### src/rtl/vend_pkg.sv
// Shared types and helpers for the vending-machine session timer.
// Contents:
//   state_e  - session FSM state (StIdle, StRun, StExpired), 2-bit encoding
//   bcd_t    - one BCD digit
//   tens_of / ones_of - split a 0..99 seconds constant into BCD digits
//   bcd_le   - compare two 2-digit BCD values (a <= b) without binary conversion
package vend_pkg;

    typedef enum logic [1:0] {
        StIdle    = 2'd0,
        StRun     = 2'd1,
        StExpired = 2'd2
    } state_e;

    typedef logic [3:0] bcd_t;

    localparam int unsigned TimeoutSecsDefault = 30;
    localparam int unsigned WarnSecsDefault    = 5;

    function automatic bcd_t tens_of(input int unsigned secs);
        return bcd_t'((secs / 10) % 10);
    endfunction

    function automatic bcd_t ones_of(input int unsigned secs);
        return bcd_t'(secs % 10);
    endfunction

    // Tens digit dominates; ones only matter when the tens digits are equal.
    function automatic logic bcd_le(input bcd_t a_tens, input bcd_t a_ones,
                                    input bcd_t b_tens, input bcd_t b_ones);
        return (a_tens < b_tens) || ((a_tens == b_tens) && (a_ones <= b_ones));
    endfunction

endpackage

### src/rtl/bcd_down_counter_2d.sv
// Two-digit BCD down counter (00..99), saturating at 00.
// Ports:
//   clk, clr_n          - clock, asynchronous active-low reset (digits -> 00)
//   clear_i             - synchronous clear to 00 (highest priority)
//   load_i              - load load_tens_i/load_ones_i
//   load_tens_i/ones_i  - value to load
//   dec_i               - decrement by one (lowest priority)
//   tens_o/ones_o       - registered digits
//   next_tens_o/ones_o  - digits that will be registered on the next edge
//   is_one_o            - registered value equals 01
module bcd_down_counter_2d
    import vend_pkg::*;
(
    input  logic clk,
    input  logic clr_n,
    input  logic clear_i,
    input  logic load_i,
    input  bcd_t load_tens_i,
    input  bcd_t load_ones_i,
    input  logic dec_i,
    output bcd_t tens_o,
    output bcd_t ones_o,
    output bcd_t next_tens_o,
    output bcd_t next_ones_o,
    output logic is_one_o
);

    bcd_t tens_q, tens_d;
    bcd_t ones_q, ones_d;

    always_comb begin
        tens_d = tens_q;
        ones_d = ones_q;
        if (clear_i) begin
            tens_d = 4'd0;
            ones_d = 4'd0;
        end else if (load_i) begin
            tens_d = load_tens_i;
            ones_d = load_ones_i;
        end else if (dec_i) begin
            if (ones_q != 4'd0) begin
                ones_d = ones_q - 4'd1;
            end else if (tens_q != 4'd0) begin
                // Borrow from the tens digit; 00 stays at 00.
                ones_d = 4'd9;
                tens_d = tens_q - 4'd1;
            end
        end
    end

    always_ff @(posedge clk or negedge clr_n) begin
        if (!clr_n) begin
            tens_q <= 4'd0;
            ones_q <= 4'd0;
        end else begin
            tens_q <= tens_d;
            ones_q <= ones_d;
        end
    end

    assign tens_o      = tens_q;
    assign ones_o      = ones_q;
    assign next_tens_o = tens_d;
    assign next_ones_o = ones_d;
    assign is_one_o    = (tens_q == 4'd0) && (ones_q == 4'd1);

endmodule

### src/rtl/vend_session_timer.sv
// Customer session timeout for the vending machine. Counts down TIMEOUT_SECS
// whole seconds on tick_1hz, restarts on start/kick, and flags expiry.
// Optional feature macro: WARN_BLINK_EN (warn blinks at 0.5 Hz inside the
// warning window instead of holding a steady level).
// Ports:
//   clk, clr_n        - 100 MHz clock, asynchronous active-low reset
//   tick_1hz          - one-cycle enable from the 1 Hz stage
//   start, kick, stop - session control (priority stop > start > kick > tick)
//   active, expired   - high in RUN / EXPIRED
//   timeout_pulse     - one cycle on entry to EXPIRED
//   warn              - remaining seconds <= WARN_SECS while running
//   secs_tens/ones    - remaining seconds as BCD digits
module vend_session_timer
    import vend_pkg::*;
#(
    parameter int unsigned TIMEOUT_SECS = TimeoutSecsDefault,
    parameter int unsigned WARN_SECS    = WarnSecsDefault
) (
    input  logic       clk,
    input  logic       clr_n,
    input  logic       tick_1hz,
    input  logic       start,
    input  logic       kick,
    input  logic       stop,
    output logic       active,
    output logic       expired,
    output logic       timeout_pulse,
    output logic       warn,
    output logic [3:0] secs_tens,
    output logic [3:0] secs_ones
);

    localparam bcd_t LoadTens = tens_of(TIMEOUT_SECS);
    localparam bcd_t LoadOnes = ones_of(TIMEOUT_SECS);
    localparam bcd_t WarnTens = tens_of(WARN_SECS);
    localparam bcd_t WarnOnes = ones_of(WARN_SECS);

    state_e state_q, state_d;
    logic   active_q, active_d;
    logic   expired_q, expired_d;
    logic   pulse_q, pulse_d;
    logic   warn_q, warn_d;
    logic   in_win_d;

    logic   cnt_clear, cnt_load, cnt_dec;
    bcd_t   next_tens, next_ones;
    logic   is_one;

    bcd_down_counter_2d u_counter (
        .clk         (clk),
        .clr_n       (clr_n),
        .clear_i     (cnt_clear),
        .load_i      (cnt_load),
        .load_tens_i (LoadTens),
        .load_ones_i (LoadOnes),
        .dec_i       (cnt_dec),
        .tens_o      (secs_tens),
        .ones_o      (secs_ones),
        .next_tens_o (next_tens),
        .next_ones_o (next_ones),
        .is_one_o    (is_one)
    );

    always_comb begin
        state_d   = state_q;
        cnt_clear = 1'b0;
        cnt_load  = 1'b0;
        cnt_dec   = 1'b0;
        pulse_d   = 1'b0;
        case (state_q)
            StIdle: begin
                if (start) begin
                    state_d  = StRun;
                    cnt_load = 1'b1;
                end
            end
            StRun: begin
                if (stop) begin
                    state_d   = StIdle;
                    cnt_clear = 1'b1;
                end else if (start || kick) begin
                    cnt_load = 1'b1;
                end else if (tick_1hz) begin
                    if (is_one) begin
                        state_d   = StExpired;
                        cnt_clear = 1'b1;
                        pulse_d   = 1'b1;
                    end else begin
                        cnt_dec = 1'b1;
                    end
                end
            end
            StExpired: begin
                if (stop) begin
                    state_d   = StIdle;
                    cnt_clear = 1'b1;
                end else if (start) begin
                    state_d  = StRun;
                    cnt_load = 1'b1;
                end
            end
            default: begin
                state_d   = StIdle;
                cnt_clear = 1'b1;
            end
        endcase

        active_d  = (state_d == StRun);
        expired_d = (state_d == StExpired);
        // Evaluated on next-state digits so warn lines up with the displayed value.
        in_win_d  = active_d && bcd_le(next_tens, next_ones, WarnTens, WarnOnes);
    end

`ifdef WARN_BLINK_EN
    logic in_win_q;

    // Enter the window lit, then toggle on each second counted inside it.
    always_comb begin
        warn_d = 1'b0;
        if (in_win_d) begin
            if (!in_win_q) begin
                warn_d = 1'b1;
            end else if (cnt_dec) begin
                warn_d = ~warn_q;
            end else begin
                warn_d = warn_q;
            end
        end
    end

    always_ff @(posedge clk or negedge clr_n) begin
        if (!clr_n) begin
            in_win_q <= 1'b0;
        end else begin
            in_win_q <= in_win_d;
        end
    end
`else
    always_comb begin
        warn_d = in_win_d;
    end
`endif

    always_ff @(posedge clk or negedge clr_n) begin
        if (!clr_n) begin
            state_q   <= StIdle;
            active_q  <= 1'b0;
            expired_q <= 1'b0;
            pulse_q   <= 1'b0;
            warn_q    <= 1'b0;
        end else begin
            state_q   <= state_d;
            active_q  <= active_d;
            expired_q <= expired_d;
            pulse_q   <= pulse_d;
            warn_q    <= warn_d;
        end
    end

    assign active        = active_q;
    assign expired       = expired_q;
    assign timeout_pulse = pulse_q;
    assign warn          = warn_q;

endmodule
### config.mk
export PLATFORM = sky130hd
export DESIGN_NAME = vend_session_timer
export DESIGN_NICKNAME = d
export VERILOG_FILES = /design/src/rtl/vend_pkg.sv /design/src/rtl/bcd_down_counter_2d.sv /design/src/rtl/vend_session_timer.sv
export SDC_FILE = /design/constraint.sdc
export NUM_CORES = 1
export LEC_CHECK = 0
export ABC_CLOCK_PERIOD_IN_PS = 1810
export CORE_MARGIN = 3
export CORE_UTILIZATION = 35
export CTS_CLUSTER_SIZE = 16
export DETAILED_ROUTE_END_ITERATION = 12
export PLACE_DENSITY = 0.72
export SETUP_SLACK_MARGIN = 0.1
export SYNTH_ARGS = -nofsm -noshare
export SYNTH_HDL_FRONTEND = slang
export SYNTH_SLANG_ARGS = --single-unit
### constraint.sdc
create_clock -name clk -period 1.81 [get_ports clk]
set_clock_uncertainty 0.05 [all_clocks]
set_input_delay 0.362 -clock clk [delete_from_list [all_inputs] [get_ports clk]]
set_output_delay 0.362 -clock clk [all_outputs]
set_load 0.02 [all_outputs]
After elaboration in Yosys (flattened, before gate mapping)
Cells that the tools add are included.
{ "word_totals": {"n_memories": 0, "mem_bits_ro": 0, "elab_cells": 61, "in_bits": 6, "latchBits": 0, "output_inout_bits": 12, "mem_bits_rw": 0, "reg_bits": 14} }
{ "classes": {"muxes": 35, "n_reduce_logical": 10, "mul": 0, "n_addsub": 2, "div": 0, "order_cmp": 2, "n_eq_ne": 5, "n_bitwise": 0, "shifts": 0} }
{ "ops": {"columns": ["cell", "count"], "rows": [
  ["4-bit two-way mux", 10],
  ["1-bit two-way mux", 16],
  ["2-bit two-way mux", 6],
  ["4-bit logical NOT", 2],
  ["4-bit nonzero test", 2],
  ["4-bit by 1-bit subtractor with 4-bit output, second input constant", 2],
  ["1-bit case mux with 3 select lines", 2],
  ["2-bit case mux with 3 select lines", 1],
  ["2-bit by 1-bit == test with 1-bit output, second input constant", 2],
  ["2-bit == test, second input constant", 2],
  ["4-bit by 1-bit == test with 1-bit output, second input constant", 1],
  ["4-bit by 3-bit less-or-equal comparator with 1-bit output, second input constant", 1],
  ["4-bit by 1-bit < comparator with 1-bit output, second input constant", 1],
  ["1-bit logical AND", 3],
  ["2-bit logical NOT", 1],
  ["1-bit logical OR", 2]
]} }

Logic depth before layout (Yosys ltp)
Gate-level depths: netlist of the first run.
{ "depth": {"word_depth": 14, "depth_mapped": 8, "mapped_depth_nobuf": 8} }

Modules after synthesis
A second synthesis of the first run with hierarchy kept.
{ "hier_totals": {"cells_unflattened": 97, "area_unflattened_um2": 942.2} }
{ "modules_own_cells": {"columns": ["module", "n_inst", "cells_each", "area_each_um2", "seq_area_each_um2"], "rows": [
  ["bcd_down_counter_2d", 1, 67, 641.9, 200.2],
  ["vend_session_timer", 1, 30, 300.3, 150.1]
]} }

Worst setup path after synthesis of the first run
Ideal clock, no wire load.
{ "synth_path": {"kind": "register to register", "start": "reg u_counter.ones_q[0] (netlist: u_counter.ones_o[0])", "end": "reg warn_q (netlist: warn)", "n_path_buf": 1, "setup_ns": 0.067, "path_slack_ns": -0.217, "arrival_time_ns": 1.910, "path_stages_with_launch": 8, "path_cell_list": "dfrtp_1 -> inv_1 -> ha_1 -> or3b_1 -> or3_1 -> clkbuf_1 -> o21ai_1 -> o2111a_1"} }
{ "synth_via": {"elab_chain_cells": 14, "word_cells_on_any_way": 35, "cone_classes": "1 x add/sub; 2 x order compare; 2 x eq/ne; 24 x mux; 6 x reduce/logical"} }
{ "synth_lines": {"columns": ["element", "line_no", "text"], "rows": [
  ["start: declaration", "bcd_down_counter_2d.sv:29", "bcd_t ones_q, ones_d;"],
  ["start signal: assignment", "bcd_down_counter_2d.sv:57", "ones_q <= ones_d;"],
  ["4-bit by 1-bit == test with 1-bit output", "bcd_down_counter_2d.sv:65", "assign is_one_o = (tens_q == 4'd0) && (ones_q == 4'd1);"],
  ["1-bit logical AND", "bcd_down_counter_2d.sv:65", null],
  ["1-bit two-way mux", "vend_session_timer.sv:84", "if (is_one) begin"],
  ["1-bit two-way mux", "vend_session_timer.sv:83", "end else if (tick_1hz) begin"],
  ["1-bit two-way mux", "vend_session_timer.sv:81", "end else if (start || kick) begin"],
  ["1-bit two-way mux", "vend_session_timer.sv:78", "if (stop) begin"],
  ["1-bit two-way mux", "vend_session_timer.sv:70", "case (state_q)"],
  ["4-bit two-way mux", "bcd_down_counter_2d.sv:40", "end else if (dec_i) begin"],
  ["4-bit two-way mux", "bcd_down_counter_2d.sv:37", "end else if (load_i) begin"],
  ["4-bit two-way mux", "bcd_down_counter_2d.sv:34", "if (clear_i) begin"],
  ["4-bit by 3-bit less-or-equal comparator with 1-bit output / 4-bit logical NOT (equally long branches)", "vend_pkg.sv:31", "return (a_tens < b_tens) || ((a_tens == b_tens) && (a_ones <= b_ones));"],
  ["1-bit logical AND", "vend_pkg.sv:31", null],
  ["1-bit logical OR", "vend_pkg.sv:31", null],
  ["1-bit logical AND *", "vend_session_timer.sv:111", "in_win_d = active_d && bcd_le(next_tens, next_ones, WarnTens, WarnOnes);"],
  ["named net in_win_d", "vend_session_timer.sv:43", "logic in_win_d;"],
  ["end signal: assignment", "vend_session_timer.sv:156", "warn_q <= warn_d;"],
  ["end: declaration", "vend_session_timer.sv:42", "logic warn_q, warn_d;"]
]} }
The timed path passes the listed nets; every way through them passes the cells marked *.

Worst setup path after layout of the first run
Same ends and word-level chain as after synthesis.

==> reports/metrics.csv, run 1 <==
stage,metric,value,unit
outcome,status,"complete, but fails checks",
grt,largest net degree at the start of global routing,15,
sta,Worst-Margin Slew,0.3710,ns
pwr,Power Density,582.3,mW/mm²
finish,fin cells,184,
drt,post-route ant nets,0,
synth,Post-synth EDFFs,0,
pwr,Sw Ratio,33.00,%
synth,"Primary FF master, synth",dfrtp_1,
clocking,CTS buffer count,3,
grt,met3 usage,2.036,%
floorplanning,Die X-Extent,57.54,µm
setup_path,critical path peak fanout,4,
pwr,Pleak,0.7294,nW
finish,Syn-to-layout area delta,67.56,%
setup_path,crit path from,u_counter.ones_o[0],
pwr,peak supply drop,0.0005254,V
clocking,clock tree buffer depth,2,
floorplanning,chip height,57.54,µm
sta,crit share post-route,105.1,%
grt,met2 Usage GRT,33.87,%
clocking,CTS sink cnt,14,
finish,Layout fillers,207,
synth,Seq cells post-synth,14,
placed_design,placed insts,172,
drt,drt first pass iters,4,
floorplanning,core area,0.002500,mm²
synth,Syn Nets,107,
clocking,count of hold-fix buffers inserted at cts,0,
pwr,Sw Pwr,0.2993,mW
grt,gr ovfl total,0,
grt,vias in the first global route,1019,
finish,"Net count, final",167,
synth,post-synthesis sequential area ratio,37.69,%
drt,Vias/cell,5.288,
grt,most used routing layer,met2,
setup_path,crit start category,register,
clocking,H-tree depth,1,
placed_design,post-placement cell area,0.001390,mm²
setup_path,Worst path slowest cell,dfrtp_2,
finish,antenna diode count,0,
run,Max Cap Viol,0,
grt,Global Route Usage Sum,18.19,%
sta,Setup-failing EPs final,9,
pwr,clock power share,19.9,%
setup_path,Reg2Reg Depth,8,
drt,Iteration-0 DRC Markers,14,
synth,"Cell Area, Synth",929.6,µm²
sta,fin crit period,1.902,ns
finish,"Non-Filler Cell Area, Final",0.001558,mm²
setup_path,CP required,1.94,ns
sta,Fmax,0.5257,GHz
drt,WL/cell,14.68,µm
grt,met1 GRT Util,20.96,%
grt,antenna violations before repair,0,
placed_design,Final HPWL DP,1931,µm
setup_path,CP endpoint kind,register,
floorplanning,Ports,18,
finish,fraction of layout cells with a size suffix above 1,53.90,%
sta,fin worst setup slack,-0.09233,ns
synth,syn avg cell area,9.684,µm²
sta,relative slew slack,74.94,%
sta,Fin Setup TNS,-0.3807,ns
setup_path,crit path cell chain,inv_2 -> ha_4 -> or3b_4 -> nor2_4 -> a211oi_2 -> a41oi_2 -> a221oi_2 -> o2111a_1,
synth,Mapped Cells,96,
sta,RSZ-0062 raised after global routing,true,
synth,synth warn,0,
pwr,Pwr Total,0.9070,mW
drt,drc violations,0,
setup_path,Max stage delay on crit path,0.44,ns
hold_path,Worst Hold Class,in2async,
synth,synth unique cells,37,
placed_design,port bufs,17,
grt,first-pass GRT wire length,4574,µm
placed_design,Final GP Congestion,0.8506,
pwr,combinational fraction of design power,42.1,%
setup_path,Critical R2R Launch,u_counter.ones_o[0],
finish,final core occ,62.31,%
floorplanning,Starting Density,37.19,%
outcome,failing checks,setup timing,
drt,final WL,2702,µm
pwr,sequential group share of total power,38.0,%
clocking,Root Driver,clkbuf_4,
sta,Max Transition Viols Final,0,
sta,"Hold Vio Cnt, Final",0,
setup_path,Setup Crit Path Kind,reg2reg,
clocking,CTS tree,done,
floorplanning,area of the die,0.003310,mm²
clocking,Clock Latency Late Sink,0.28,ns
synth,"Async S/R FF share, synth",100.0,%
pwr,Internal,0.6077,mW
setup_path,CP arrival,2.03,ns
clocking,"CTS clk-pin slew, worst paths",0.09,ns
drt,via count,973,
floorplanning,num rows,18,
-- per-stage QoR --
| step | setup WS [ns] | hold WS, ns |
|---|---|---|
| final | -0.09233 | 0.3396 |
| after global placement | -0.4327 | 0.6151 |
| after floorplan | -0.1005 | 0.01641 |
| after global routing | -0.1818 | 0.3560 |
| after detailed placement | -0.5064 | 0.6216 |
| after CTS | -0.08445 | 0.3412 |
-- repair_timing --
| item | in CTS | in global routing |
|---|---|---|
| pin swaps | 14 | 2 |
| hold endpoints to repair | 0 | 0 |
| setup endpoints to repair | 17 | 12 |
| setup buffers | 6 | 3 |
| gates resized for setup | 27 | 8 |
-- layer usage --
layer | up-vias | wire length [µm] | share of wire [%]
met5 | - | 0 | 0
met4 | 0 | 39 | 1.4
met3 | 6 | 86 | 3.2
met2 | 26 | 1498 | 55
met1 | 469 | 1079 | 40
li1 | 472 | - | -
-- final timing paths --
kind	endpoint	slack [ns]
setup / recovery	warn	-0.09
hold / removal	warn	0.34
setup reg to reg	warn	-0.09
hold reg to reg	u_counter.tens_o[1]	0.64
max in group asynchronous	u_counter.ones_o[1]	1.18
min in group clk	u_counter.tens_o[1]	0.64
-- critical path, delay by kind of cell (launching register included) --
| kind | cells | cell delay [ns] |
|---|---|---|
| compound gates | 4 | 0.57 |
| simple gates | 2 | 0.54 |
| fa+ha+maj | 1 | 0.13 |
| flops | 1 | 0.44 |
| buf+inv | 1 | 0.08 |
-- sequential cells by signal, indices dropped and copies added (netlist names) --
register,flops
state_q,2
u_counter.tens_o,4
active,1
u_counter.ones_o,4
warn,1
timeout_pulse,1
expired,1
-- cell type report --
| class | instances | area (µm²) | area share [%] |
|---|---|---|---|
| clock buffers | 3 | 22.52 | 1.446 |
| inverters | 6 | 25.02 | 1.606 |
| multi-input cells | 73 | 654.4 | 42.01 |
| flip-flops and latches | 14 | 355.3 | 22.81 |
| well taps | 30 | 37.54 | 2.410 |
| repair buffers | 58 | 462.9 | 29.72 |
-- cells by family after synthesis --
logic type	after synthesis	share of synthesized area, %
xor gates and xnor gates	1	0.9423
DFF	14	37.69
AOI/OAI and AO/OA	26	22.88
muxes	3	3.230
buffers and inverters	9	5.248
and+or+nand+nor	38	23.29
adders and majority gates	5	6.729
-- cells in the mapped netlist (3+ instances only) --
cell | count | area share [%]
nand2_1 | 5 | 2.0
dfrtp_1 | 14 | 38
inv_1 | 6 | 2.4
nor2b_1 | 3 | 2.0
mux2i_1 | 3 | 3.2
nor2_1 | 16 | 6.5
a41oi_1 | 4 | 3.8
nand3_1 | 3 | 1.6
a21oi_1 | 5 | 2.7
ha_1 | 5 | 6.7
-- cell usage in the layout (no fill, tap or decap), types with 2 or more instances in the layout --
cell,instances
a21oi_1,3
nand3_1,2
ha_1,3
nor3b_4,3
inv_1,2
dfrtp_1,10
dlygate4sd2_1,12
inv_2,3
buf_4,41
a21oi_2,2
a41oi_2,3
clkdlybuf4s50_1,5
a31o_2,2
nor2b_1,3
nor2_2,3
mux2i_1,3
ha_4,2
nor2_1,11
nand2_1,4
clkbuf_4,3
dfrtp_2,4
a41oi_1,2
nor2_4,2
-- power by group through the flow --
stage / combinational (mW) / sequential (mW) / clock, mW
floorplan: 0.137 / 0.374 / 0
finish: 0.382 / 0.345 / 0.180
global placement: 0.311 / 0.349 / 0
detailed placement: 0.323 / 0.350 / 0
CTS: 0.346 / 0.345 / 0.185
global route: 0.416 / 0.348 / 0.196
Power figures use the tool's default switching activity.
==> run 2, diff against run 1 <==
- DONT_BUFFER_PORTS: unset -> 1
- PLACE_DENSITY: 0.72 -> 0.63
- SYNTH_HIERARCHICAL: unset -> 1
==> run 2 against run 1 <==
The flow still finishes with violations (setup timing); sequential cell count unchanged; count of clock-buffer cells in the layout up 1; critical path depth up 3; first-iteration DRC count up 120%; area after synthesis up 1.3%; combinational power up 100%; synthesized cell count up 1.0%; sequential share of layout area up 0.32 points; sequential power up 21%; critical path type unchanged; largest power group unchanged.
==> reports/metrics.csv, run 2 <==
stage,metric,value,unit,change
setup_path,CP endpoint kind,register,,
drt,final WL,2595,µm,-4.0%
drt,via count,896,,-7.9%
sta,Setup-failing EPs final,14,,+5
outcome,failing checks,setup timing,,
clocking,CTS sink cnt,14,,unchanged
finish,"Net count, final",157,,-6.0%
synth,largest area contributor in the netlist,dfrtp_1,,
drt,Vias/cell,5.062,,-4.3%
synth,Mapped Cells,97,,+1.0%
pwr,Power Density,890.2,mW/mm²,+53%
sta,RSZ-0062 raised after global routing,true,,
finish,most frequent cells in the layout,"buf_4 (35), dfrtp_1 (12), buf_6 (8), inv_1 (8), conb_1 (8)",,
grt,first-pass GRT wire length,4222,µm,-7.7%
floorplanning,Ports,18,,unchanged
floorplanning,Die X-Extent,57.89,µm,+0.61%
setup_path,flop2flop setup slack,-0.84,ns,-0.75 ns
floorplanning,Starting Density,37.35,%,+0.16 points
floorplanning,num rows,18,,unchanged
synth,post-synthesis sequential area ratio,37.18,%,-0.50 points
clocking,Clock Latency Late Sink,0.28,ns,about the same
sta,fin crit period,2.650,ns,+0.7479 ns
synth,"Async S/R FF share, synth",100.0,%,unchanged
setup_path,CP arrival,2.81,ns,+0.78 ns
sta,Max Transition Viols Final,0,,unchanged
finish,fraction of layout cells with a size suffix above 1,52.38,%,-1.5 points
placed_design,Final HPWL DP,1955,µm,+1.3%
clocking,H-tree depth,1,,unchanged
floorplanning,core area,0.002522,mm²,+0.90%
sta,Fmax,0.3773,GHz,-28%
synth,syn avg cell area,9.713,µm²,+0.30%
drt,WL/cell,14.66,µm,-0.16%
synth,synth unique cells,39,,+5.4%
run,Max Cap Viol,0,,unchanged
setup_path,Setup Crit Path Kind,reg2reg,,
synth,Post-synth EDFFs,0,,unchanged
synth,post-synth top area share,37.18,%,-0.50 points
drt,drt first pass iters,4,,unchanged
setup_path,crit start category,register,,
clocking,clock tree buffer depth,2,,unchanged
clocking,CTS tree,done,,
grt,Global Route Usage Sum,16.67,%,-1.5 points
synth,"Primary FF master, synth",dfrtp_1,,
synth,most frequent cell after synthesis,dfrtp_1,,
sta,relative slew slack,59.45,%,-15 points
sta,Hold WS,0.1925,ns,-0.1471 ns
clocking,"CTS clk-pin slew, worst paths",0.08,ns,about the same
setup_path,critical path peak fanout,7,,+3
finish,Layout fillers,211,,+1.9%
finish,antenna diode count,0,,unchanged
synth,synth warn,6,,+6
grt,antenna violations before repair,0,,unchanged
drt,post-route ant nets,0,,unchanged
drt,Iteration-0 DRC Markers,31,,+17
pwr,Pleak,0.6781,nW,-7.0%
clocking,CTS buffer count,3,,unchanged
floorplanning,chip height,57.89,µm,+0.61%
pwr,Pwr Total,1.358,mW,+50%
grt,vias in the first global route,945,,-7.3%
sta,Fin Setup TNS,-6.494,ns,-6.113 ns
setup_path,CP required,1.97,ns,+0.03 ns
placed_design,port bufs,0,,-17
synth,dominant cells by area after synthesis,"dfrtp_1 (37%), a21oi_1 (5.3%), ha_1 (4.0%)",,
synth,"Cell Area, Synth",942.2,µm²,+1.3%
clocking,Root Driver,clkbuf_4,,
synth,Seq cells post-synth,14,,unchanged
floorplanning,area of the die,0.003351,mm²,+1.2%
hold_path,Worst Hold Class,in2reg,,
outcome,status,"complete, but fails checks",,
sta,Worst-Margin Slew,0.6063,ns,+0.2353 ns
finish,Syn-to-layout area delta,61.89,%,
sta,"Hold Vio Cnt, Final",0,,unchanged
sta,fin worst setup slack,-0.8402,ns,-0.7479 ns
sta,crit share post-route,146.4,%,+41 points
synth,commonest cells in the synthesized netlist,"dfrtp_1 (14), a21oi_1 (10), inv_1 (10)",,
drt,drc violations,0,,unchanged
pwr,peak supply drop,0.0005941,V,+13%
placed_design,Final GP Congestion,0.8436,,-0.82%
grt,gr ovfl total,0,,unchanged
finish,"commonest non-fill, non-tap cell in the layout",buf_4,,
grt,largest net degree at the start of global routing,15,,unchanged
## run 2: changes by cell type in the layout (fill, tap and decap cells not counted), moves of 5 or more
cell / delta
nor2_1: -7
conb_1: +8
dlygate4sd2_1: -12
clkdlybuf4s50_1: -5
inv_1: +6
buf_6: +8
buf_4: -6
## run 2: power breakdown
part | internal, mW | switching, mW | leakage, nW
combinational | 0.375 | 0.389 | 0.487
sequential | 0.369 | 0.0469 | 0.176
clock | 0.0855 | 0.0921 | 0.0150
total | 0.830 | 0.528 | 0.678
## run 2: final cells by class
| class | count | area, µm² | share of cell area (%) |
|---|---|---|---|
| repair buffers | 44 | 362.8 | 23.79 |
| well taps | 30 | 37.54 | 2.461 |
| flip-flops and latches | 14 | 352.8 | 23.13 |
| clock buffers | 4 | 26.28 | 1.723 |
| multi-input cells | 75 | 708.2 | 46.43 |
| inverters | 10 | 37.54 | 2.461 |
## run 2: logic make-up (layout without fill, tap and decap cells)
logic type / Yosys count / after routing / share of synthesized area [%]
adder cells (fa/ha/maj): 3 / 3 / 3.984
AO/OA/AOI/OAI: 25 / 25 / 20.45
AND/OR/NAND/NOR: 38 / 38 / 30.01
buffers and inverters: 14 / 58 / 6.506
other: 2 / 8 / 0.7971
flip-flops: 14 / 14 / 37.19
multiplexers: 1 / 1 / 1.062
## run 2: final timing paths
| check | start | end | cells past startpoint |
|---|---|---|---|
| max | u_counter/tens_o[0] | warn | 11 |
| min | stop | expired | 1 |
| max reg2reg | u_counter/tens_o[0] | warn | 11 |
| min reg2reg | state_q[0] | state_q[0] | 3 |
| max in group asynchronous | clr_n | u_counter/tens_o[0] | 1 |
| min in group asynchronous | clr_n | active | 1 |
## run 2: what timing repair did
item                                    in CTS  in global routing
endpoints found under the setup margin      14                 14
hold buffers                                 1                  0
gates resized for setup                     23                 11
gates cloned                                 0                  0
hold endpoints to repair                    14                  0
buffers inserted                             9                  4
pin swaps                                    4                  4
## run 2: through the flow
stage          worst slack [ns]  instances  utilization, %  area, µm²
2_1_floorplan           -0.9564        103               -       1017
3_3_place_gp            -0.8346        165           51.44       1297
3_5_place_dp            -0.8886        165           51.44       1297
4_1_cts                 -0.8732        178           59.18       1493
5_1_grt                 -0.9575        177           60.47       1525
6_report                -0.8402        177           60.47       1525
## run 2: critical path: stages, from the launching register on
cell and delay [ns]:
dfrtp_2 0.42, inv_2 0.07, ha_4 0.12, or3b_4 0.39
nor4b_4 0.25, nor3_2 0.09, and4bb_2 0.29, and4b_1 0.21
o31a_1 0.26, nor4_1 0.23, nand2_1 0.10, a21oi_2 0.10
## run 2: layer usage
metal	share of wire, %	track usage [%]	vias to the layer above	routed length (µm)
met5	0	0	-	0
met4	1.2	5.960	0	32
met3	3.3	2.673	4	86
met2	52	29.84	15	1358
met1	43	20.03	430	1118
li1	-	-	447	-
==> run 3, diff against run 2 <==
- ABC_CLOCK_PERIOD_IN_PS: 1810 -> 2500
- GPL_TIMING_DRIVEN: unset -> 0
- PLACE_DENSITY: 0.63 -> 0.61
- clock period: 1.81 -> 2.5 ns (I/O delays scaled with it)
==> run 3 against run 2 <==
The flow still finishes with violations (setup timing); final cell count is 15% lower; utilization is 9.6 points lower; global-route usage is 2.3 points lower; critical endpoint unchanged.
==> reports/metrics.csv, run 3 (synthesis gave the netlist of run 2 again) <==
stage,metric,value,unit,change
setup_path,CP endpoint kind,register,,
floorplanning,num rows,18,,unchanged
sta,crit share post-route,113.4,%,-33 points
grt,largest net degree at the start of global routing,15,,unchanged
clocking,CTS buffer count,3,,unchanged
sta,RSZ-0062 raised after global routing,true,,
hold_path,hold depth,1,,unchanged
sta,Max Transition Viols Final,0,,unchanged
pwr,Internal,0.5233,mW,-37%
pwr,Pleak,0.5395,nW,-20%
outcome,status,"complete, but fails checks",,
drt,WL/cell,14.01,µm,-4.5%
placed_design,Final GP Congestion,0.7213,,-14%
finish,final core occ,50.89,%,-9.6 points
clocking,"CTS clk-pin slew, worst paths",0.08,ns,about the same
drt,via count,777,,-13%
drt,post-route ant nets,0,,unchanged
drt,Vias/cell,5.146,,+1.7%
finish,"Net count, final",131,,-17%
pwr,clock power share,18.4,%,+5.3 points
clocking,Clock Latency Late Sink,0.27,ns,about the same
pwr,Sw Ratio,39.84,%,+0.96 points
grt,antenna violations before repair,0,,unchanged
grt,met1 GRT Util,18.69,%,-1.3 points
pwr,Pwr Total,0.8698,mW,-36%
finish,Syn-to-layout area delta,36.25,%,
sta,"Hold Vio Cnt, Final",0,,unchanged
drt,final WL,2115,µm,-18%
finish,"commonest non-fill, non-tap cell in the layout",dfrtp_1,,
setup_path,CP arrival,2.99,ns,+0.18 ns
grt,vias in the first global route,822,,-13%
grt,first-pass GRT wire length,3719,µm,-12%
floorplanning,Ports,18,,unchanged
floorplanning,Die X-Extent,57.89,µm,unchanged
grt,gr ovfl total,0,,unchanged
floorplanning,chip height,57.89,µm,unchanged
floorplanning,area of the die,0.003351,mm²,unchanged
sta,relative slew slack,58.78,%,-0.67 points
grt,most used routing layer,met2,,
outcome,failing checks,setup timing,,
setup_path,crit start category,register,,
clocking,Root Driver,clkbuf_4,,
sta,Fin Setup TNS,-0.4112,ns,+6.083 ns
drt,drc violations,0,,unchanged
grt,met3 usage,2.895,%,+0.22 points
placed_design,port bufs,0,,unchanged
setup_path,CP required,2.66,ns,+0.69 ns
setup_path,Setup Crit Path Kind,reg2reg,,
pwr,Sw Pwr,0.3465,mW,-34%
grt,Global Route Usage Sum,14.41,%,-2.3 points
finish,antenna diode count,0,,unchanged
finish,fraction of layout cells with a size suffix above 1,38.02,%,-14 points
placed_design,Final HPWL DP,1443,µm,-26%
clocking,CTS sink cnt,14,,unchanged
clocking,CTS tree,done,,
pwr,sequential group share of total power,43.8,%,+13 points
sta,Fmax,0.3529,GHz,-6.5%
floorplanning,Starting Density,37.35,%,unchanged
finish,most frequent cells in the layout,"dfrtp_1 (12), buf_4 (10), nand2_1 (8), inv_1 (8), conb_1 (8)",,
clocking,clock tree buffer depth,2,,unchanged
pwr,peak supply drop,0.0003495,V,-41%
pwr,combinational fraction of design power,37.7,%,-19 points
drt,drt first pass iters,4,,unchanged
floorplanning,core area,0.002522,mm²,unchanged
hold_path,Worst Hold Class,in2reg,,
pwr,Power Density,677.6,mW/mm²,-24%
sta,Worst-Margin Slew,0.6163,ns,+0.009980 ns
grt,met2 Usage GRT,23.39,%,-6.5 points
drt,Iteration-0 DRC Markers,16,,-48%
sta,fin worst setup slack,-0.3339,ns,+0.5063 ns
setup_path,critical path peak fanout,9,,+2
sta,fin crit period,2.834,ns,+0.1837 ns
clocking,H-tree depth,1,,unchanged
sta,Setup-failing EPs final,4,,-10
run,Max Cap Viol,0,,unchanged
setup_path,Reg2Reg Depth,12,,+1
## run 3: changes by cell type in the layout (fill, tap and decap cells not counted), sizes merged
cell / delta
buf: -27
clkbuf: +1
## run 3: final cells by class
class / count / area, µm²
clock buffer: 4 / 36.28
timing repair buffer: 14 / 118.9
buffer: 4 / 31.28
sequential: 14 / 352.8
tap: 30 / 37.54
inverter: 10 / 37.54
multi-input combinational: 75 / 669.4
fill: 237 / 1239
## run 3: what timing repair did
action / 4_1_cts / 5_1_grt
endpoints found under the setup margin: 8 / 11
gates cloned: 0 / 0
setup buffers: 11 / 2
hold endpoints to repair: 14 / 0
pin swaps: 10 / 6
hold buffers: 1 / 0
gates resized for setup: 9 / 10
## run 3: worst max-delay path: stages (launching register included)
cell	delay, ns
dfrtp_2	0.49
inv_2	0.11
ha_4	0.13
or3b_4	0.40
nor4b_4	0.30
nor3_4	0.09
and4bb_1	0.21
buf_6	0.14
and3_4	0.14
o31a_1	0.26
nor4_2	0.26
nand2_1	0.10
a21oi_2	0.11
## run 3: layer usage
metal	wire length, µm	share of wire [%]	vias up
li1	-	-	394
met1	932	44	367
met2	1062	50	14
met3	103	4.9	2
met4	17	0.80	0
met5	0	0	-
## run 3: final timing paths
path / startpoint / endpoint / slack [ns]
max reg2reg: u_counter/tens_o[0] / warn / -0.33
max in group asynchronous: clr_n / u_counter/tens_o[1] / 1.34
min reg2reg: state_q[1] / state_q[1] / 0.60
max: u_counter/tens_o[0] / warn / -0.33
min: stop / state_q[1] / 0.32
min in group asynchronous: clr_n / state_q[1] / 0.62
## run 3: power by group through the flow
| stage | clock [mW] | combinational (mW) | sequential (mW) |
|---|---|---|---|
| 2_1_floorplan | 0 | 0.197 | 0.367 |
| 3_3_place_gp | 0 | 0.232 | 0.384 |
| 3_5_place_dp | 0 | 0.236 | 0.386 |
| 4_1_cts | 0.172 | 0.296 | 0.382 |
| 5_1_grt | 0.180 | 0.363 | 0.392 |
| 6_report | 0.160 | 0.328 | 0.381 |
## run 3: metrics by stage
stage               setup slack (ns)  instances  cell area (µm²)  hold WS (ns)
detailed placement           -0.5346        133             1041        0.1549
floorplan                    -0.2664        103             1003        0.1544
finish                       -0.3339        151             1284        0.3236
global placement             -0.5200        133             1041        0.1550
global route                 -0.4605        151             1284        0.3077
CTS                          -0.3688        149             1216        0.3091
==> RTL change 1, RTL diff (settings of run 3) <==
The option `WARN_BLINK_EN` is turned on by a define.
--- a/src/rtl/vend_session_timer.sv
+++ b/src/rtl/vend_session_timer.sv
@@ -10,6 +10,8 @@
 //   timeout_pulse     - one cycle on entry to EXPIRED
 //   warn              - remaining seconds <= WARN_SECS while running
 //   secs_tens/ones    - remaining seconds as BCD digits
+`define WARN_BLINK_EN
+
 module vend_session_timer
     import vend_pkg::*;
 #(
Check against the original RTL: no difference found for any inputs over 10 cycles, from zero or initial values; that may be too few to reach the edited logic, so the function may still have changed.
==> RTL change 1 against run 3 <==
  * The run still ends with setup timing left
  * Synthesized area up 10%
  * Synthesized cell count up 8.2%
  * Routed wire length up 12%
  * Cell count up 5.3%
  * Non-clock buffer count down 1
  * Hold slack worse by 100 ps
  * Final area up 3.4%
  * Total power down 0.87%
  * Sequential share of layout area up 0.98 points
  * Count of clock-buffer cells in the layout unchanged
  * Sequential cell count up 1
  * Worst setup slack worse by 230 ps
  * Critical path type unchanged
  * Critical endpoint is now warn$_DFFE_PN0P_
  * Highest routed layer unchanged
==> RTL change 1: results (changes against run 3) <==
outcome:
  status: "complete, but fails checks"  # unchanged
  violations: "setup timing"  # unchanged
place:
  place_inst: 142  # was 133
  placed_area_um2: 1130  # was 1040 um2
  place_congestion: 0.729  # was 0.721
  preCtsSetupSlack_ps: -775  # was -535 ps
  dp_hpwl_mm: 1.63  # was 1.44 mm
critical_path:
  crit_fanout: 8  # was 9
  critPathArrivalTime_ps: 3200  # was 2990 ps
  crit-reg2reg-capture: "warn$_DFFE_PN0P_"  # was warn$_DFF_PN0_
logic_synthesis:
  synth-seq-area-share_pct: 36.1  # was 37.2%
  synthAdderAreaFrac_pct: 3.61  # was 3.98%
  yosys-top-cells-area: "dfrtp_1 (36%), inv_1 (5.4%), ha_1 (3.6%), a21oi_1 (3.4%), nor4b_4 (2.3%)"  # was dfrtp_1 (37%), a21oi_1 (5.3%), ha_1 (4.0%), inv_1 (4.0%), nand2_1 (3.2%)
  yosysUniqueCellTypes: 49  # was 39
grt:
  grt_pass1_vias: 816  # was 822
  track_usage_pct: 14.2  # was 14.4%
  grtUsageMet3_pct: 3.83  # was 2.90%
  met2_usage_pct: 21.8  # was 23.4%
sta:
  worst_slew_pin_slew_ps: 677  # was 616 ps
  setup_slack_ps: -565  # was -334 ps
  whs_ps: 221  # was 324 ps
  tns_ps: -1970  # was -411 ps
  setup_viol: 10  # was 4
route:
  vias: 849  # was 777
  drt_iter0_drc: 14  # was 16
  met3_length_um: 143  # was 103 um
  totalWireLength_mm: 2.36  # was 2.12 mm
cells_and_area:
  fin_cells: 159  # was 151
min_path:
  min_to: "expired$_DFF_PN0_"  # was state_q[1]$_DFF_PN0_
power_and_ir_drop:
  seq-power_w: 0.000400  # was 0.000381 W
cts:
  clock_sinks: 15  # was 14
==> RTL change 1: cell types whose count changed after synthesis, moves of 2 or more <==
cell,delta
and2_2,+2
nand2_1,-4
o21ba_1,-2
inv_1,+5
a21oi_1,-3
==> RTL change 1: timing repair <==
item | in CTS | in global routing
pin swaps | 7 | 8
gates resized for setup | 8 | 5
buffers inserted | 10 | 3
hold buffers | 1 | 0
hold endpoints to repair | 15 | 0
endpoints found under the setup margin | 10 | 10
==> RTL change 1: cell type report <==
type	count	area, um2
Fill cell	256	1450
Multi-Input combinational cell	77	693
Sequential cell	15	378
Timing Repair Buffer	13	108
Inverter	15	56.3
Tap cell	31	38.8
Buffer	4	27.5
Clock buffer	4	26.3
==> RTL change 1: critical path, cell delays in order (launching register included) <==
cell	delay (ps)
dfrtp_2	490
inv_2	100
ha_4	120
or3b_4	390
nor4b_4	340
nor4b_4	80
and2_4	160
and4bb_1	200
buf_6	130
a21oi_1	210
o32ai_4	130
nor4_2	290
nand2_1	130
nor4_2	140
==> RTL change 2, RTL diff (config.mk and constraints of run 3) <==
Made on the original files. Put a register stage on the output `secs_ones`, with the module's reset. The value now appears one clock later. The other outputs are not delayed to match.
--- a/src/rtl/vend_session_timer.sv
+++ b/src/rtl/vend_session_timer.sv
@@ -35,6 +35,8 @@
     localparam bcd_t WarnTens = tens_of(WARN_SECS);
     localparam bcd_t WarnOnes = ones_of(WARN_SECS);
 
+    logic [3:0] secs_ones_d;
+
     state_e state_q, state_d;
     logic   active_q, active_d;
     logic   expired_q, expired_d;
@@ -55,7 +57,7 @@
         .load_ones_i (LoadOnes),
         .dec_i       (cnt_dec),
         .tens_o      (secs_tens),
-        .ones_o      (secs_ones),
+        .ones_o      (secs_ones_d),
         .next_tens_o (next_tens),
         .next_ones_o (next_ones),
         .is_one_o    (is_one)
@@ -162,4 +164,12 @@
     assign timeout_pulse = pulse_q;
     assign warn          = warn_q;
 
+    always_ff @(posedge clk or negedge clr_n) begin
+        if (!clr_n) begin
+            secs_ones <= '0;
+        end else begin
+            secs_ones <= secs_ones_d;
+        end
+    end
+
 endmodule
Formal check against the unedited RTL: not equivalent (a bounded check fails within 4 cycles, from zero or initial values).
==> RTL change 2 against run 3 <==
  * Total power is 11% higher
  * Worst setup slack gained 19 ps
  * Final area increased by 0.68%
  * Highest routed layer unchanged
  * The flow still finishes with violations (setup timing)
  * Routed wire length decreased by 0.66%
  * Synthesized area rose by 9.3%
  * Via count increased by 4.0%
  * Sequential cell count grew 4
  * Non-clock buffer count down 5
==> RTL change 2: results (changes against run 3) <==
place:
  dp_hpwl_mm: 1.47  # was 1.44 mm
  place_congestion: 0.772  # was 0.721
  placed_area_um2: 1130  # was 1040 um2
  place_inst: 141  # was 133
  preCtsSetupSlack_ps: -497  # was -535 ps
route:
  avgViaCountPerCell: 5.25  # was 5.15
  vias: 808  # was 777
logic_synthesis:
  synthTopCellsByCount: "dfrtp_1 (18), inv_1 (10), nor2_1 (10), a21oi_1 (8), nand2_1 (5)"  # was dfrtp_1 (14), a21oi_1 (10), inv_1 (10), nand2_1 (8), nor2_1 (5)
  yosys-top-cells-area: "dfrtp_1 (44%), a21oi_1 (3.9%), ha_1 (3.6%), inv_1 (3.6%), nor2_1 (3.6%)"  # was dfrtp_1 (37%), a21oi_1 (5.3%), ha_1 (4.0%), inv_1 (4.0%), nand2_1 (3.2%)
  synthCells: 104  # was 97
outcome:
  status: "complete, but fails checks"  # unchanged
  violations: "setup timing"  # unchanged
grt:
  met2_usage_pct: 22.5  # was 23.4%
  grt_max_degree: 19  # was 15
  use_met1_pct: 13.5  # was 18.7%
  track_usage_pct: 12.3  # was 14.4%
  grtUsageMet3_pct: 2.38  # was 2.90%
sta:
  setup_viol: 2  # was 4
  worst_slew_pin_slew_ps: 778  # was 616 ps
  setup_slack_ps: -315  # was -334 ps
  tns_ps: -490  # was -411 ps
floorplan:
  die_x_um: 60.2  # was 57.9 um
cts:
  path_clk_slew_ps: 100  # was 80 ps
  clkLatencyLatePin_ps: 290  # was 270 ps
power_and_ir_drop:
  power.ir.vdd_worst_mv: 0.394  # was 0.349 mV
  seq_power_share_pct: 49.5  # was 43.8%
  p_sw_w: 0.000365  # was 0.000347 W
  cellLeakagePower_nw: 0.539  # was 0.540 nW
  combPwrFrac_pct: 32.4  # was 37.7%
cells_and_area:
  final-nonclk-buf-share_pct: 8.13  # was 11.7%
  drive_above_1_share_pct: 32.5  # was 38.0%
  n_all_inverters: 11  # was 10
==> RTL change 2: changes by cell type in the layout (fill, tap and decap cells not counted), moves of 3 or more <==
| cell | change |
|---|---|
| buf_4 | -3 |
| a21oi_2 | -4 |
| dfrtp_1 | +4 |
| nor2_1 | +4 |
| nand2_1 | -3 |
==> RTL change 2: routing by layer <==
layer  vias up  part of all wire, %
met3         2                  1.8
li1        409                    -
met2        10                   55
met1       387                   43
met5         -                    0
met4         0                 0.76
==> RTL change 2: cells by family (layout without fill, tap and decap cells) <==
kind of cell	after synthesis	in the layout	share of synthesized area, %
other cells	2	8	0.729
flops	18	18	43.7
mux	1	1	0.972
buf+inv	15	28	6.32
fa+ha+maj	3	3	3.65
compound gates	24	24	17.6
simple gates	41	41	27.0
==> RTL change 2: what timing repair did <==
action | CTS | global route
endpoints found under the hold margin | 18 | 0
buffers inserted | 5 | 3
gates resized for setup | 7 | 5
hold buffers | 1 | 0
endpoints found under the setup margin | 7 | 9
pin swaps | 6 | 9
